[src/rtl/sum_accumulator.sv]
// sum_accumulator
// ----------------------------------------------------------------------------
// Downstream stage of the ripple-carry adder. Accepts WIDTH+1-bit adder results
// ({carry, sum}) over a valid/ready handshake. It sums COUNT of them into one
// frame and presents that frame on a registered valid/ready output. A partial
// frame can be closed early with i_flush. An accumulator overflow is reported
// per frame.
//
// Optional feature macro: SUM_ACC_SAT_EN
//   defined   -> once a frame overflows, the accumulator clamps to 2^ACC_W-1
//                and stays there until the frame ends.
//   undefined -> the accumulator wraps modulo 2^ACC_W.
//   o_out_ovf flags overflow in both builds, and the ports are identical.
//
// Ports:
//   i_clk        rising-edge clock
//   i_rst_n      asynchronous active-low reset
//   i_in_valid   upstream sample valid
//   o_in_ready   block can accept a sample (registered, depends only on state)
//   i_in_data    adder result {carry, sum}, unsigned, WIDTH+1 bits
//   i_flush      close the current partial frame (ignored when it is empty)
//   o_out_valid  frame result valid
//   i_out_ready  downstream accepts the frame
//   o_out_data   frame sum, ACC_W bits
//   o_out_count  number of samples in the frame
//   o_out_ovf    an accumulation overflow occurred in this frame
// ----------------------------------------------------------------------------
`timescale 1ns/1ps

module sum_accumulator #(
    parameter int unsigned WIDTH = 16,
    parameter int unsigned ACC_W = 20,
    parameter int unsigned COUNT = 4,
    parameter int unsigned CNT_W = $clog2(COUNT + 1)
) (
    input  logic             i_clk,
    input  logic             i_rst_n,
    input  logic             i_in_valid,
    output logic             o_in_ready,
    input  logic [WIDTH:0]   i_in_data,
    input  logic             i_flush,
    output logic             o_out_valid,
    input  logic             i_out_ready,
    output logic [ACC_W-1:0] o_out_data,
    output logic [CNT_W-1:0] o_out_count,
    output logic             o_out_ovf
);

    localparam int unsigned SumW = ACC_W + 1;

    generate
        if (ACC_W < WIDTH + 1) begin : g_bad_acc_w
            $error("sum_accumulator: ACC_W must be >= WIDTH+1");
        end
        if (COUNT < 1) begin : g_bad_count
            $error("sum_accumulator: COUNT must be >= 1");
        end
    endgenerate

    typedef enum logic {StAcc, StDone} state_e;

    state_e           r_state;
    logic [ACC_W-1:0] r_acc;
    logic [CNT_W-1:0] r_cnt;
    logic             r_ovf;
    logic             r_in_ready;
    logic             r_out_valid;
    logic [ACC_W-1:0] r_out_data;
    logic [CNT_W-1:0] r_out_count;
    logic             r_out_ovf;

    logic             w_accept;
    logic [SumW-1:0]  w_sum;
    logic             w_ovf_nxt;
    logic [ACC_W-1:0] w_acc_nxt;
    logic [CNT_W-1:0] w_cnt_nxt;
    logic [ACC_W-1:0] w_acc_upd;
    logic [CNT_W-1:0] w_cnt_upd;
    logic             w_ovf_upd;
    logic             w_close;

    // r_in_ready is high only in StAcc, so it also gates the accept to that state.
    assign w_accept  = i_in_valid & r_in_ready;
    // One extra bit catches the carry out of the accumulator.
    assign w_sum     = {1'b0, r_acc} + SumW'(i_in_data);
    assign w_ovf_nxt = r_ovf | w_sum[ACC_W];
    assign w_cnt_nxt = r_cnt + CNT_W'(1);

`ifdef SUM_ACC_SAT_EN
    // The sticky overflow keeps the clamp in force for the rest of the frame.
    assign w_acc_nxt = w_ovf_nxt ? {ACC_W{1'b1}} : w_sum[ACC_W-1:0];
`else
    assign w_acc_nxt = w_sum[ACC_W-1:0];
`endif

    // Frame values as they stand after this cycle's beat, if there is one.
    assign w_acc_upd = w_accept ? w_acc_nxt : r_acc;
    assign w_cnt_upd = w_accept ? w_cnt_nxt : r_cnt;
    assign w_ovf_upd = w_accept ? w_ovf_nxt : r_ovf;

    // A flush on an empty frame with no beat this cycle is ignored.
    assign w_close = (r_state == StAcc) &&
                     ((w_accept && (w_cnt_nxt == CNT_W'(COUNT))) ||
                      (i_flush && ((r_cnt != '0) || w_accept)));

    always_ff @(posedge i_clk or negedge i_rst_n) begin
        if (!i_rst_n) begin
            r_state     <= StAcc;
            r_acc       <= '0;
            r_cnt       <= '0;
            r_ovf       <= 1'b0;
            r_in_ready  <= 1'b0;
            r_out_valid <= 1'b0;
            r_out_data  <= '0;
            r_out_count <= '0;
            r_out_ovf   <= 1'b0;
        end else begin
            unique case (r_state)
                StAcc: begin
                    r_in_ready <= 1'b1;
                    if (w_accept) begin
                        r_acc <= w_acc_nxt;
                        r_cnt <= w_cnt_nxt;
                        r_ovf <= w_ovf_nxt;
                    end
                    if (w_close) begin
                        r_state     <= StDone;
                        r_in_ready  <= 1'b0;
                        r_out_valid <= 1'b1;
                        r_out_data  <= w_acc_upd;
                        r_out_count <= w_cnt_upd;
                        r_out_ovf   <= w_ovf_upd;
                    end
                end
                StDone: begin
                    if (i_out_ready) begin
                        r_state     <= StAcc;
                        r_in_ready  <= 1'b1;
                        r_out_valid <= 1'b0;
                        r_acc       <= '0;
                        r_cnt       <= '0;
                        r_ovf       <= 1'b0;
                    end
                end
                default: r_state <= StAcc;
            endcase
        end
    end

    assign o_in_ready  = r_in_ready;
    assign o_out_valid = r_out_valid;
    assign o_out_data  = r_out_data;
    assign o_out_count = r_out_count;
    assign o_out_ovf   = r_out_ovf;

endmodule

[config.mk]
export PLATFORM = sky130hd
export DESIGN_NAME = sum_accumulator
export DESIGN_NICKNAME = d
export VERILOG_FILES = /design/src/rtl/sum_accumulator.sv
export SDC_FILE = /design/constraint.sdc
export NUM_CORES = 1
export LEC_CHECK = 0
export CAP_MARGIN = 15
export CELL_PAD_IN_SITES_DETAIL_PLACEMENT = 0
export CELL_PAD_IN_SITES_GLOBAL_PLACEMENT = 1
export CORE_ASPECT_RATIO = 0.9
export CORE_UTILIZATION = 41
export CTS_CLUSTER_SIZE = 12
export DETAILED_ROUTE_END_ITERATION = 6
export GPL_TIMING_DRIVEN = 0
export PLACE_DENSITY_LB_ADDON = 0.1
export SLEW_MARGIN = 20
export SYNTH_ARGS = -nofsm -noshare
export SYNTH_HDL_FRONTEND = slang
export SYNTH_SLANG_ARGS = --single-unit
[constraint.sdc]
create_clock -name i_clk -period 3.3 [get_ports i_clk]
set_input_delay 0.33 -clock i_clk [delete_from_list [all_inputs] [get_ports i_clk]]
set_output_delay 0.33 -clock i_clk [all_outputs]
set_load 0.01 [all_outputs]
==> results of run 1 <==
per-layer routing:
metal,share of wire,GRT usage
met1,0.53,0.340
met2,0.41,0.326
met3,0.046,0.0319
met4,0.0098,0.0468
met5,0,0
critical path, delay by kind of cell:
kind	cells	cell delay, ps
AOI/OAI and AO/OA	6	1440
adders and majority gates	2	710
buffers and inverters	1	420
cell families (layout without fill, tap and decap cells):
family,count (synthesis),in the layout,share of synthesized area
AOI/OAI and AO/OA,118,118,0.242
and+or+nand+nor,111,111,0.158
DFF,51,51,0.398
buffers and inverters,28,82,0.0476
adders and majority gates,21,21,0.0842
xor gates and xnor gates,12,12,0.0327
muxes,12,12,0.0382
cell usage in the layout, fill, tap and decap left out, types with 3 or more instances in the layout:
cell             count
mux2i_1             10
o31ai_1              3
nor2_1              23
buf_2                5
or4_1                3
buf_4                3
o21ai_1              4
clkdlybuf4s50_1     45
o21ai_0             32
and3_1               6
a21oi_1             26
xnor2_1             12
clkbuf_8             7
nor3_1               4
ha_1                20
nand2_1             49
a31oi_1              7
nand3_1             14
o22ai_1              9
a211oi_1             3
and2_1               3
inv_1                6
o21a_1               3
dfrtp_1             51
a221oi_1             4
clkbuf_1             6
a21o_1               3
registers in the layout, summed over array words and instances (netlist names):
register,count
r_acc,20
o_in_ready,1
r_ovf,1
o_out_ovf,1
r_cnt,3
o_out_valid,1
r_state,1
o_out_count,3
o_out_data,20
layout make-up:
| type | instances | share of cell area |
|---|---|---|
| multi-input combinational | 274 | 0.459 |
| sequential | 51 | 0.329 |
| timing repair buffer | 46 | 0.118 |
| tap | 96 | 0.0309 |
| buffer | 19 | 0.0306 |
| clock buffer | 5 | 0.0177 |
| inverter | 9 | 0.00870 |
| clock inverter | 3 | 0.00677 |
synthesized netlist by cell type, types with 3 or more instances:
cell,instances
and2_1,3
o31ai_1,3
a31oi_1,7
ha_1,20
and3_1,6
inv_1,6
nand3_1,14
mux2i_1,10
xnor2_1,12
clkbuf_1,6
a21o_1,3
nor2_1,23
a221oi_1,4
o21ai_0,32
nand2_1,49
a211oi_1,3
a21oi_1,26
nor3_1,4
or4_1,3
dfrtp_1,51
o21ai_1,4
o22ai_1,9
buf_2,5
o21a_1,3
power breakdown:
part | switching (mW) | total (mW) | leakage (nW) | internal [mW]
combinational | 1.18 | 2.15 | 1.00 | 0.965
sequential | 0.214 | 1.12 | 0.629 | 0.907
clock | 0.243 | 0.400 | 0.0491 | 0.157
through the flow:
step / hold WS [ps] / total power [mW]
after floorplan: 34.4 / 2.53
after global placement: 464 / 3.24
after detailed placement: 415 / 3.27
after CTS: 71.0 / 3.68
after global routing: 87.8 / 3.98
final: 37.9 / 3.67
how the worst max path moves through the flow:
stage	slack (ps)	to	from	depth (start not counted)
2_1_floorplan	910	r_acc[16]	r_acc[0]	7
3_3_place_gp	240	o_out_data[10]	i_rst_n	1
3_5_place_dp	270	o_out_ovf	i_in_data[0]	9
4_1_cts	600	o_out_ovf	i_in_data[0]	9
5_1_grt	390	o_out_ovf	i_in_data[0]	9
6_report	560	o_out_ovf	i_in_data[0]	9
==> results.md, run 1 <==
- Resized cells post-CTS: 0
- Via Count: 2863
- Critical path, cell by cell: clkdlybuf4s50_1 > ha_1 > fa_1 > a211oi_2 > o31ai_4 > a211oi_2 > o21ai_0 > a31oi_1 > o21ai_0
- Placed cell count: 495
- FF+latch area: 0.00128 mm2
- Initial DRC count: 161
- Post-layout util: 0.515
- RSZ-0062 raised after global routing: no
- Routability cong.: 0.838
- Final period utilization: 0.830
- R2R setup slack: 590 ps
- Max Freq: 0.365 GHz
- Core area: 0.00754 mm2
- Fraction of registers with async set/reset: 1.00
- Routed Antenna Nets: 0
- Wirelength per Cell: 17.2 um
- Placed Area: 0.00379 mm2
- Final global-route overflow total: 0
- Setup ws final: 561 ps
- Cells after Synth: 353
- Clock buffer depth: 2
- Synth cell types: 59
- Final net count: 449
- Row count: 30
- Area leader, netlist: dfrtp_1
- Synth Register Bits: 51
- Post-CTS setup buffers: 0
- Area delta synth->final: 21.0%
- Critical Path RT: 3470 ps
- Filler cells: 711
- Syn Area/Cell: 9.09 um2
- Worst relative slew slack: 0.548
- Largest net degree at the start of global routing: 52
- Critical-path top delay cell: fa_1
- Synth Cell Area: 0.00321 mm2
- Die area: 0.00819 mm2
- DP Worst Slack: 272 ps
- CTS Buf Count: 5
- GRT Overall Usage: 0.221
- CP max FO: 5
- # diodes: 0
- Dominant synthesized flop cell: dfrtp_1
- Leak pwr: 1.68 nW
- Slew Limit Fails: 0
- Arr. time, crit path: 2910 ps
- Startpoint Class: input port
- Mapped Nets: 396
- Share of layout cells above drive strength 1: 0.0860
- Initial antenna violation count: 0
- R2R depth: 8
- Drt total wl: 8640 um
- Vias/cell: 5.69
- Clock H-tree levels: 2
- Clock sinks: 51
- Synth top area share: 0.398
- Die height: 85.9 um
- Post-layout min period: 2740 ps
- Worst hold path class: input port to asynchronous set/reset pin
- Drt drc: 0
- CTS tree: built
- Sequential fraction of the synthesis area: 0.398
- Router iterations before antenna repair: 4
- FF-to-FF Start: r_acc[0]
- Fin cells: 503
- Worst Tran Pin Value: 678 ps
- VDD IR-drop max: 0.358 mV
- Setup TNS Final: 0 ps
- I/O pins: 48
- Setup CP Type: input port to register
- Crit end category: register
- Number of setup violations in the final report: 0
- Status: finished clean
- Worst-path clk slew: 110 ps
- Yosys warning count: 0
- First-pass GRT wire length: 13900 um
- Dpl hpwl: 6240 um
- Chip Width: 95.3 um
- Number of global-route vias before repair: 2674
- Multi-input gate area: 0.00178 mm2
- Layout Skew: 9.93 ps
- Max Cap Viol: 0
- CP max stage delay: 460 ps
- Final Hold Fails: 0
- Clk_lat worst skew: 310 ps
- Cell area after layout: 0.00388 mm2
- Port buffer count: 46
- Root Buffer: clkbuf_8
- Post-synth EDFFs: 0
- Synth area leaders: dfrtp_1 (40%), ha_1 (7.8%), nand2_1 (5.7%)
- R2R Path End: o_out_ovf
- Hold_buf cts: 0
- PwrDens: 945 mW/mm2
- Initial core utilization: 0.425
Note: power is estimated with default switching activity, not from simulation.
==> inputs of run 2 (changes only) <==
Settings changed: CORE_UTILIZATION 41 to 37.
Clock period 3.3 ns to 2.45 ns, I/O delays scaled along.
==> results.md, run 2 (synthesized netlist as in run 1, its figures left out) <==
- Clock H-tree levels: 2 (unchanged)
- Commonest non-fill, non-tap cells in the layout: dfrtp_1 (51), nand2_1 (49), clkdlybuf4s50_1 (45)
- Leak pwr: 1.73 nW (+3.0%)
- Final period utilization: 0.967
- Layout Skew: 12.4 ps (+2.47 ps)
- Initial antenna violation count: 0 (unchanged)
- Clock buffer depth: 2 (unchanged)
- Status: finished clean
- Via Count: 2863 (unchanged)
- Placed cell count: 514 (+3.8%)
- Routability cong.: 0.804 (-4.1%)
- Wirelength per Cell: 17.0 um (-0.90%)
- Dpl hpwl: 6380 um (+2.3%)
- Commonest non-fill, non-tap cell in the layout: dfrtp_1
- Critical Path RT: 2630 ps (-840 ps)
- Initial core utilization: 0.390 (-0.0351)
- Max Freq: 0.422 GHz
- VDD IR-drop max: 0.479 mV (+34%)
- Port buffer count: 46 (unchanged)
- CTS tree: built
- Clock sinks: 51 (unchanged)
- Chip Width: 100 um (+5.2%)
- Number of global-route vias before repair: 2776 (+3.8%)
- Die area: 0.00905 mm2 (+11%)
- # diodes: 0 (unchanged)
- PwrDens: 1290 mW/mm2 (+36%)
- Arr. time, crit path: 2550 ps (-360 ps)
- Post-layout min period: 2370 ps
- Worst relative slew slack: 0.539 (-0.00923)
- I/O pins: 48 (unchanged)
- CTS Buf Count: 5 (unchanged)
- Final Hold Fails: 0 (unchanged)
- Filler cells: 829 (+17%)
- Router iterations before antenna repair: 4 (unchanged)
- Fin cells: 528 (+5.0%)
- Setup TNS Final: 0 ps (unchanged)
- Slew Limit Fails: 0 (unchanged)
- Drt total wl: 8990 um (+4.0%)
- Vias/cell: 5.42 (-4.7%)
- Row count: 31 (+3.3%)
- Final global-route overflow total: 0 (unchanged)
- Worst Tran Pin Value: 692 ps (+13.8 ps)
- Post-layout util: 0.497 (-0.0181)
- Final net count: 455 (+1.3%)
- GRT Overall Usage: 0.208 (-0.0131)
- Worst-path clk slew: 110 ps (about the same)
- Clk_lat worst skew: 310 ps (about the same)
- Total Power: 5.25 mW (+43%)
- Worst hold path class: input port to register
- First-pass GRT wire length: 14600 um (+5.1%)
- R2R setup slack: 80 ps (-510 ps)
- Drt drc: 0 (unchanged)
- Setup CP Type: register to register
- Routed Antenna Nets: 0 (unchanged)
- RSZ-0062 raised after global routing: yes
- Share of layout cells above drive strength 1: 0.123 (+0.0375)
- Root Buffer: clkbuf_8
- Max Cap Viol: 0 (unchanged)
- Die height: 90.4 um (+5.1%)
- Number of setup violations in the final report: 0 (unchanged)
- Largest net degree at the start of global routing: 52 (unchanged)
- Startpoint Class: register
- Hold Slack: 179 ps (+141 ps)
- Initial DRC count: 158 (-1.9%)
- Core area: 0.00822 mm2 (+9.0%)
- CP max FO: 7 (+2)
- Area delta synth->final: 27.2%
- Crit end category: register
[run 2: metal layers]
metal | GRT usage | vias up | share of wire
met1 | 0.310 | 1382 | 0.52
li1 | - | 1416 | -
met5 | 0 | - | 0
met4 | 0.0362 | 0 | 0.0072
met3 | 0.0317 | 6 | 0.038
met2 | 0.321 | 59 | 0.44
[run 2: area by class of cell]
cell class                      count  area (um2)  share of cell area
Timing Repair Buffer               52         505               0.124
Sequential cell                    51        1280               0.313
Multi-Input combinational cell    274        1890               0.463
Buffer                             19         119              0.0291
Tap cell                          115         144              0.0352
Clock buffer                        5        68.8              0.0169
Clock inverter                      3        43.8              0.0107
Inverter                            9        33.8             0.00827
[run 2: metrics by stage]
step                      worst slack [ps]  cell area, um2
after detailed placement              -441            3810
after CTS                           -0.338            4040
after floorplan                       63.2            3210
final                                 81.5            4080
after global routing                 -30.8            4080
after global placement                -577            3810
[run 2: repair_timing]
action | 4_1_cts | 5_1_grt
gates cloned | 0 | 0
endpoints found under the hold margin | 24 | 0
pin swaps | 6 | 12
resized for setup | 11 | 13
setup buffers | 4 | 1
endpoints found under the setup margin | 12 | 25
hold buffers | 1 | 0
[run 2: worst paths after layout]
path / start / to / cells after the start
worst min-delay path: i_out_ready / r_acc[16] / 2
min in group asynchronous: i_rst_n / o_out_data[1] / 2
worst max-delay path: r_acc[13] / o_out_data[18] / 7
max in group asynchronous: i_rst_n / r_acc[13] / 2
worst min register to register: o_out_data[9] / o_out_data[9] / 2
worst max register to register: r_acc[13] / o_out_data[18] / 7
[run 2: worst max-delay path, stage by stage (launching register included)]
cell and delay, ps:
dfrtp_1 420, ha_1 400, a21oi_1 160, o21ai_0 490
a21oi_1 170, o22ai_1 340, xnor2_1 170, o21ai_0 90
[run 2: where the power goes]
part / leakage, nW / total [mW] / switching, mW / internal [mW]
sequential: 0.629 / 1.51 / 0.293 / 1.22
clock: 0.0581 / 0.616 / 0.311 / 0.305
combinational: 1.05 / 3.12 / 1.69 / 1.43
total: 1.73 / 5.25 / 2.29 / 2.96
==> inputs of run 3 (changes only) <==
Settings changed: GPL_ROUTABILITY_DRIVEN from default to 0.
==> results of run 3 <==
Same layout as run 2: the final DEF is identical, and so are final timing and power.
